<file path="src/rtl/rff_bank_arb.sv">
// Shared register bank written by NREQ requesters through a round-robin arbiter,
// with a sequencer that zeroes the bank one entry per cycle on request.
module rff_bank_arb #(
  parameter  int NREQ  = 4,
  parameter  int DW    = 8,
  parameter  int DEPTH = 4,
  localparam int AW    = (DEPTH > 2) ? $clog2(DEPTH) : 1
) (
  input  logic                 clk,
  input  logic                 reset,
  input  logic [NREQ-1:0]      req,
  input  logic [NREQ*AW-1:0]   wr_addr,
  input  logic [NREQ*DW-1:0]   wr_data,
  output logic [NREQ-1:0]      gnt,
  input  logic                 clr_req,
  output logic                 clr_busy,
  output logic                 clr_done,
  input  logic [AW-1:0]        rd_addr,
  output logic [DW-1:0]        rd_data,
  output logic [1:0]           dbg_state
);

  localparam int PW = (NREQ > 2) ? $clog2(NREQ) : 1;

  typedef enum logic [1:0] {
    ST_IDLE  = 2'd0,
    ST_CLEAR = 2'd1,
    ST_DONE  = 2'd2
  } state_e;

  state_e          state_q, state_d;
  logic [AW-1:0]   cnt_q, cnt_d;
  logic [PW-1:0]   rr_ptr_q, rr_ptr_d;
  logic [DW-1:0]   bank_q [DEPTH];
  logic [DW-1:0]   bank_d [DEPTH];
  logic            clr_busy_q, clr_busy_d;
  logic            clr_done_q, clr_done_d;

  logic            arb_en;
  logic            found;
  logic [PW-1:0]   winner;
  logic [AW-1:0]   win_addr;
  logic [DW-1:0]   win_data;

  // Handshake: gnt[i] is combinational from req and rr_ptr; the write of
  // requester i happens at the rising edge where gnt[i]=1. A requester keeps
  // its wr_addr/wr_data stable while req[i]=1 until that edge, and may drop
  // req[i] at any time without penalty.
  always_comb begin
    int idx;
    found = 1'b0;
    winner = '0;
    idx = 0;
    for (int k = 0; k < NREQ; k++) begin
      idx = int'(rr_ptr_q) + k;
      if (idx >= NREQ) idx = idx - NREQ;
      if (!found && req[idx]) begin
        found  = 1'b1;
        winner = PW'(idx);
      end
    end
  end

  assign win_addr = wr_addr[int'(winner)*AW +: AW];
  assign win_data = wr_data[int'(winner)*DW +: DW];

  // Grants are held off while in reset so no requester sees a phantom grant.
  assign arb_en = (state_q == ST_IDLE) && !clr_req && !reset;

  always_comb begin
    gnt = '0;
    if (arb_en && found) gnt[winner] = 1'b1;
  end

  always_comb begin
    state_d  = state_q;
    cnt_d    = cnt_q;
    rr_ptr_d = rr_ptr_q;
    bank_d   = bank_q;
    case (state_q)
      ST_IDLE: begin
        if (clr_req) begin
          state_d = ST_CLEAR;
          cnt_d   = '0;
        end else if (found) begin
          rr_ptr_d = (int'(winner) == NREQ - 1) ? '0 : winner + 1'b1;
          // Out-of-range addresses match no entry, so the write is dropped.
          for (int e = 0; e < DEPTH; e++) begin
            if (int'(win_addr) == e) bank_d[e] = win_data;
          end
        end
      end
      ST_CLEAR: begin
        for (int e = 0; e < DEPTH; e++) begin
          if (int'(cnt_q) == e) bank_d[e] = '0;
        end
        if (int'(cnt_q) == DEPTH - 1) state_d = ST_DONE;
        else cnt_d = cnt_q + 1'b1;
      end
      ST_DONE: state_d = ST_IDLE;
      default: state_d = ST_IDLE;
    endcase
    clr_busy_d = (state_d == ST_CLEAR);
    clr_done_d = (state_d == ST_DONE);
  end

  always_ff @(posedge clk or posedge reset) begin
    if (reset) begin
      state_q    <= ST_IDLE;
      cnt_q      <= '0;
      rr_ptr_q   <= '0;
      bank_q     <= '{default: '0};
      clr_busy_q <= 1'b0;
      clr_done_q <= 1'b0;
    end else begin
      state_q    <= state_d;
      cnt_q      <= cnt_d;
      rr_ptr_q   <= rr_ptr_d;
      bank_q     <= bank_d;
      clr_busy_q <= clr_busy_d;
      clr_done_q <= clr_done_d;
    end
  end

  always_comb begin
    rd_data = '0;
    for (int e = 0; e < DEPTH; e++) begin
      if (int'(rd_addr) == e) rd_data = bank_q[e];
    end
  end

  assign clr_busy  = clr_busy_q;
  assign clr_done  = clr_done_q;
  assign dbg_state = state_q;

endmodule
</file>
<file path="config.mk">
export PLATFORM = sky130hd
export DESIGN_NAME = rff_bank_arb
export DESIGN_NICKNAME = d
export VERILOG_FILES = /design/src/rtl/rff_bank_arb.sv
export SDC_FILE = /design/constraint.sdc
export NUM_CORES = 1
export LEC_CHECK = 0
export ABC_CLOCK_PERIOD_IN_PS = 4900
export BUFFER_PORTS_ARGS = -buffer_cell sky130_fd_sc_hd__buf_4
export CORE_AREA = 2 2 96 52
export CTS_BUF_LIST = sky130_fd_sc_hd__clkbuf_8
export DETAILED_ROUTE_END_ITERATION = 6
export DIE_AREA = 0 0 98 54
export PLACE_DENSITY = 0.85
export SYNTH_ARGS = -nofsm -noshare
export SYNTH_HDL_FRONTEND = slang
export SYNTH_SLANG_ARGS = --single-unit
</file>
<file path="constraint.sdc">
create_clock -name clk -period 4.9 [get_ports clk]
set_input_delay 0.245 -clock clk [delete_from_list [all_inputs] [get_ports clk]]
set_output_delay 0.245 -clock clk [all_outputs]
set_load 0.02 [all_outputs]
</file>
==> results of run 1 <==
-- path summary, 6_finish.rpt --
| kind | start | cells after the start | slack, ns | to |
|---|---|---|---|---|
| worst max register to register | rr_ptr_q[0] | 7 | 2.40 | bank_q[27] |
| worst max-delay path | rr_ptr_q[0] | 7 | 2.40 | bank_q[27] |
| worst min-delay path | reset | 3 | 0.07 | cnt_q[1] |
| min in group clk | clr_req | 3 | 0.27 | dbg_state[0] |
| max in group asynchronous | reset | 3 | 4.47 | bank_q[1] |
| worst min register to register | bank_q[24] | 2 | 0.54 | bank_q[24] |
-- layer usage --
| layer | track usage (%) | wire length (um) | up-vias |
|---|---|---|---|
| li1 | - | - | 942 |
| met1 | 36.0 | 2950 | 973 |
| met2 | 35.6 | 2540 | 130 |
| met3 | 8.44 | 784 | 5 |
| met4 | 6.25 | 27 | 0 |
| met5 | 0 | 0 | - |
-- cell families after synthesis --
kind of cell | Yosys count | share of synthesized area, %
buf+inv | 21 | 3.90
mux | 60 | 28.2
fa+ha+maj | 8 | 4.00
simple gates | 68 | 13.9
compound gates | 29 | 9.91
flops | 40 | 40.0
-- where the power goes --
| group | switching (W) | leakage [nW] | total [W] | internal (W) |
|---|---|---|---|---|
| combinational | 0.000451 | 1.07 | 0.000796 | 0.000344 |
| sequential | 0.0000891 | 0.533 | 0.000529 | 0.000440 |
| clock | 0.000118 | 0.0645 | 0.000298 | 0.000180 |
| total | 0.000659 | 1.67 | 0.00162 | 0.000964 |
-- cell type report --
class,count,share of cell area [%]
Tap cell,60,2.39
Multi-Input combinational cell,165,44.8
Sequential cell,40,31.9
Timing Repair Buffer,66,15.8
Clock buffer,7,3.07
Inverter,9,1.08
Clock inverter,1,0.957
-- sequential cells by signal, summed over array words and instances, names as in the netlist --
register	cells
bank_q	32
cnt_q	2
dbg_state	2
rr_ptr_q	2
clr_busy	1
clr_done	1
-- cell usage in the layout, fill, tap and decap left out, drive strengths merged --
master  instances
o21ai           1
nor2b           1
inv             9
clkbuf          7
nor2            6
a221o           1
mux2            4
and2           11
o22a            8
bufinv          1
nand3           3
nand2b          3
and3            4
a211oi          1
nor3            1
a22o            2
nor4            8
nand2          29
a31oi           1
a311o           7
buf            66
ha              8
a21o            1
o22ai           1
o21bai          2
a21oi           4
dfrtp          40
mux2i          48
mux4            8
or2             2
-- stage by stage --
stage               cell area, um^2  power (W)
floorplan                      2500    0.00109
global placement               3010    0.00129
CTS                            3140    0.00162
detailed placement             3010    0.00132
global route                   3140    0.00172
finish                         3140    0.00162
-- critical path, stage by stage, from the launching register on --
cell and delay, ns:
sky130_fd_sc_hd__dfrtp_1 0.39, sky130_fd_sc_hd__nand2b_1 0.14, sky130_fd_sc_hd__a21oi_1 0.11, sky130_fd_sc_hd__a211oi_4 0.53, sky130_fd_sc_hd__mux2i_1 0.30, sky130_fd_sc_hd__mux2_2 0.34
sky130_fd_sc_hd__nand3_2 0.32, sky130_fd_sc_hd__mux2i_1 0.28
==> results.cfg, run 1 <==
[timing]
fin_tns_setup_ns = 0
final.setup.worst_slack_ns = 2.40
timing_max_transition_violations_final = 0
maxSlewHeadroom_pct = 56.0
actual_slew_at_the_worst_max_slew_pin_ns = 0.658
hold_worst_slack_ns = 0.0703
min_period_over_period_pct = 51.1
setup_clock_skew_after_layout_ns = 0.00928
timing.final.crit_period_ns = 2.50
setup_viol = 0
clock.fmax_mhz = 400
timing_hold_violations_final = 0
setup_repair_after_global_routing_missed_its_margin = no

[yosys]
most_used_standard_cell_by_instance_count_after_synthesis = sky130_fd_sc_hd__mux2i_1
synth_top_area_share_pct = 40.0
synth_area_leader_cell = sky130_fd_sc_hd__dfrtp_1
post_synth.cell_area_avg_um2 = 11.1
syn_area_um2 = 2500
synth_edf_count = 0
ys_top_cells_by_count = sky130_fd_sc_hd__mux2i_1 (48), sky130_fd_sc_hd__dfrtp_1 (40), sky130_fd_sc_hd__nand2_1 (29), sky130_fd_sc_hd__and2_1 (11), sky130_fd_sc_hd__inv_1 (9)
synthesis.yosys.warnings = 0
number_of_cells_produced_by_synthesis = 226
seq_area_frac_synth_pct = 40.0
ys_ff_latch = 40
synth.net_count = 283
synth_top_flop_cell = sky130_fd_sc_hd__dfrtp_1
async_reset_ff_share_pct = 100
netlist-cell-type-count = 31
synth_area_leaders = sky130_fd_sc_hd__dfrtp_1 (40%), sky130_fd_sc_hd__mux2i_1 (19%), sky130_fd_sc_hd__mux4_2 (7.2%)

[final_layout]
layout.core_utilization_pct = 68.6
layout-drive-gt1-share_pct = 32.3
regArea_um2 = 1000
area_delta_synth_final_pct = 25.5
antenna_cells = 0
nets = 344
fillCellCount = 350
layoutNonFillerInstCount = 348
area_of_the_multi_input_gates_um2 = 1410

[drt]
drtAntennaViolNets = 0
wirelength_um = 6300
wire_per_inst_um = 18.1
detailedRoute.firstIterationViolations = 235
num_vias = 2050
remaining_routing_drc_violations = 0
drtPass1Iterations = 5
via_per_inst = 5.89

[worst_setup_path]
critical_path.startpoint_type = flop
cp_data_arrival_time_ns = 2.71
type_of_destination_of_the_critical_path = flop
critPathRequiredTime_ns = 5.11
worstPathMaxFanout = 10
path_class = flop to flop

[die]
floorplan.die_area_um2 = 5290
start_util_pct = 54.7
top_level_ports = 65
die_h_um = 54
row_count = 18
core_region_um2 = 4570
die_x_um = 98

[grt]
number_of_global_route_vias_before_repair = 1921
grt_pass1_wl_um = 9810
overall_overflow_remaining_after_global_route = 0
grt_max_degree = 45
antenna_violations_before_repair = 0
grt_util_all_layers_pct = 24.8

[hold_path]
hold_class = input pin to asynchronous set/reset pin

[clock_tree]
cts-root-to-sink-buffers = 2
cts_hold_repair.buffers = 0
total_of_cells_resized_after_clock_tree_synthesis = 0
cts_tree = yes
clk-insertion-delay-late_ns = 0.30
cts.clk_slew.worst_paths_ns = 0.08
clock_tree.root_cell = sky130_fd_sc_hd__clkbuf_8
cts_setup_buffers = 0
cts.htree.levels = 2
total_number_of_clock_tree_sinks = 40
cts_buffers = 5

[power_and_ir_drop]
leakage_nw = 1.67
irDropWorstVdd_mv = 0.313
power_density_normalized_to_cell_area_nw_per_um2 = 517

[run_status]
outcome = complete, no violations

[placement]
place_ws_ns = 2.42
port_buffers = 64
finalWeightedCongestion = 0.900
dp_cells = 340
detailedPlacementHpwl_um = 4660

[flow_run]
max_cap_viol_count = 0
No activity file was read; power rests on OpenSTA's default activity.
==> run 2, diff against run 1 <==
Settings changed: ABC_CLOCK_PERIOD_IN_PS 4900 to 2200, CORE_AREA 2 2 96 52 to 2 2 103 55, DIE_AREA 0 0 98 54 to 0 0 105 57, PLACE_DENSITY 0.85 to 0.78.
Clock period 4.9 ns to 2.2 ns, I/O delays scaled along.
==> run 2 against run 1 <==
Die area grew 13%. Worst setup slack lost 2.3 ns. Worst hold slack gained 0.042 ns. Utilization shrank 2.0 points. Sequential power grew 120%. Sequential share of layout area shrank 2.9 points. Critical path depth grew 1. Flip-flop and latch count is the same. Count of clock-buffer cells in the layout shrank 1. Combinational power grew to 2.8 times the previous value. Largest cell class unchanged.
==> results.cfg, run 2 (same netlist as run 1, synthesis figures left out) <==
[run_status]
outcome = complete, no violations

[drt]
wire_per_inst_um = 17.8
via_per_inst = 5.50
drtPass1Iterations = 4
drtAntennaViolNets = 0
num_vias = 2122
remaining_routing_drc_violations = 0
wirelength_um = 6890
detailedRoute.firstIterationViolations = 218

[final_layout]
area_of_the_multi_input_gates_um2 = 1500
layoutNonFillerInstCount = 386
fillCellCount = 405
regArea_um2 = 1000
layout.cells.most_common = sky130_fd_sc_hd__buf_4
area_delta_synth_final_pct = 38.0
layout.core_utilization_pct = 66.6
top_reg_by_flops = bank_q
largest_register_ff_count = 32
nets = 369
layout-drive-gt1-share_pct = 41.5
antenna_cells = 0
most-common-layout-cells = sky130_fd_sc_hd__buf_4 (88), sky130_fd_sc_hd__mux2i_1 (47), sky130_fd_sc_hd__dfrtp_1 (39)

[clock_tree]
cts.clk_slew.worst_paths_ns = 0.08
total_number_of_clock_tree_sinks = 40
clock_tree.root_cell = sky130_fd_sc_hd__clkbuf_8
cts_hold_repair.buffers = 0
cts_buffers = 5
clk-insertion-delay-late_ns = 0.29
cts_tree = yes
cts.htree.levels = 2
cts-root-to-sink-buffers = 2

[grt]
grt_max_degree = 41
grt_util_all_layers_pct = 23.2
grt_pass1_wl_um = 10600
overall_overflow_remaining_after_global_route = 0
number_of_global_route_vias_before_repair = 2027
antenna_violations_before_repair = 0

[placement]
finalWeightedCongestion = 0.819
dp_cells = 370
place_ws_ns = -0.0338
detailedPlacementHpwl_um = 5050
port_buffers = 64

[worst_setup_path]
critical_path.startpoint_type = flop
path_class = flop to flop
critPathRequiredTime_ns = 2.38
critical_path.slowest_cell = sky130_fd_sc_hd__dfrtp_2
critical-path-max-stage-delay_ns = 0.44
timing.critical_path.cells = a21o_1 -> a21oi_2 -> o21bai_4 -> buf_12 -> mux2i_2 -> o22a_1 -> nor4_2 -> a311o_1
type_of_destination_of_the_critical_path = flop
cp_data_arrival_time_ns = 2.32
critical_path.reg2reg.startpoint = rr_ptr_q[1]
ff2ff_path_depth = 8
timing.rr.end = bank_q[4]
worstPathMaxFanout = 10
rrSetupSlack_ns = 0.05
worstSetupStartpoint = rr_ptr_q[1]
critical-path-top-delay-family = compound AO/OA/AOI/OAI gates
worst-path-buf-inv = 1

[timing]
timing_hold_violations_final = 0
final.setup.worst_slack_ns = 0.0534
clock.fmax_mhz = 466
setup_viol = 0
fin_tns_setup_ns = 0
maxSlewHeadroom_pct = 66.3
min_period_over_period_pct = 97.6
timing.final.crit_period_ns = 2.15
timing_max_transition_violations_final = 0
setup_clock_skew_after_layout_ns = 0.00567
actual_slew_at_the_worst_max_slew_pin_ns = 0.505

[hold_path]
hold_class = input pin to asynchronous set/reset pin

[die]
floorplan.die_area_um2 = 5990
start_util_pct = 48.2
core_region_um2 = 5180
die_x_um = 105
die_h_um = 57
top_level_ports = 65
row_count = 19

[flow_run]
max_cap_viol_count = 0

[power_and_ir_drop]
power_density_normalized_to_cell_area_nw_per_um2 = 1140
leakage_nw = 1.80
irDropWorstVdd_mv = 0.776
-- run 2: cell count changes in the layout (fill, tap and decap cells not counted), sizes merged --
| cell | previous run | this run |
|---|---|---|
| bufinv | 1 | 0 |
| clkinvlp | 0 | 2 |
| buf | 66 | 90 |
-- run 2: layer usage --
layer / routed length [um] / vias up / global-route usage, %
met5: 0 / - / 0
met4: 21 / 0 / 2.86
met3: 654 / 4 / 5.49
met2: 2850 / 105 / 32.8
met1: 3360 / 1013 / 37.1
li1: - / 1000 / -
-- run 2: worst reg2reg max path, cell delays in order, from the launching register on --
cell and delay, ns:
sky130_fd_sc_hd__dfrtp_2 0.44, sky130_fd_sc_hd__a21o_1 0.15, sky130_fd_sc_hd__a21oi_2 0.07, sky130_fd_sc_hd__o21bai_4 0.31, sky130_fd_sc_hd__buf_12 0.19, sky130_fd_sc_hd__mux2i_2 0.23, sky130_fd_sc_hd__o22a_1 0.24, sky130_fd_sc_hd__nor4_2 0.08
sky130_fd_sc_hd__a311o_1 0.33
-- run 2: worst max-delay path by stage --
| stage | cells past startpoint | end | slack (ns) |
|---|---|---|---|
| final | 8 | bank_q[4] | 0.05 |
| after global routing | 9 | bank_q[4] | -0.03 |
| after detailed placement | 7 | bank_q[26] | -0.03 |
| after global placement | 8 | bank_q[5] | 0.07 |
| after CTS | 7 | bank_q[29] | -0.07 |
| after floorplan | 8 | bank_q[10] | 0.16 |
-- run 2: final cells by class --
cell class,instances,share of cell area (%)
Timing Repair Buffer,91,21.0
Multi-Input combinational cell,165,43.5
Clock buffer,6,2.39
Inverter,9,0.979
Clock inverter,2,0.435
Tap cell,73,2.65
Sequential cell,40,29.0
-- run 2: timing repair --
| action | CTS | global route |
|---|---|---|
| pin swaps | 0 | 7 |
| cloned | 0 | 1 |
| resized for setup | 1 | 18 |
| setup buffers | 0 | 7 |
| setup endpoints to repair | 20 | 36 |
-- run 2: stage by stage --
step / power, W / area (um^2) / hold WS, ns
after detailed placement: 0.00317 / 3180 / 0.425
after CTS: 0.00370 / 3280 / 0.120
after floorplan: 0.00244 / 2500 / 0.282
final: 0.00395 / 3450 / 0.113
after global routing: 0.00420 / 3450 / 0.137
after global placement: 0.00311 / 3180 / 0.413
-- run 2: power breakdown --
group	internal [W]	switching, W
sequential	0.000982	0.000183
clock	0.000254	0.000270
combinational	0.00109	0.00117
total	0.00233	0.00162
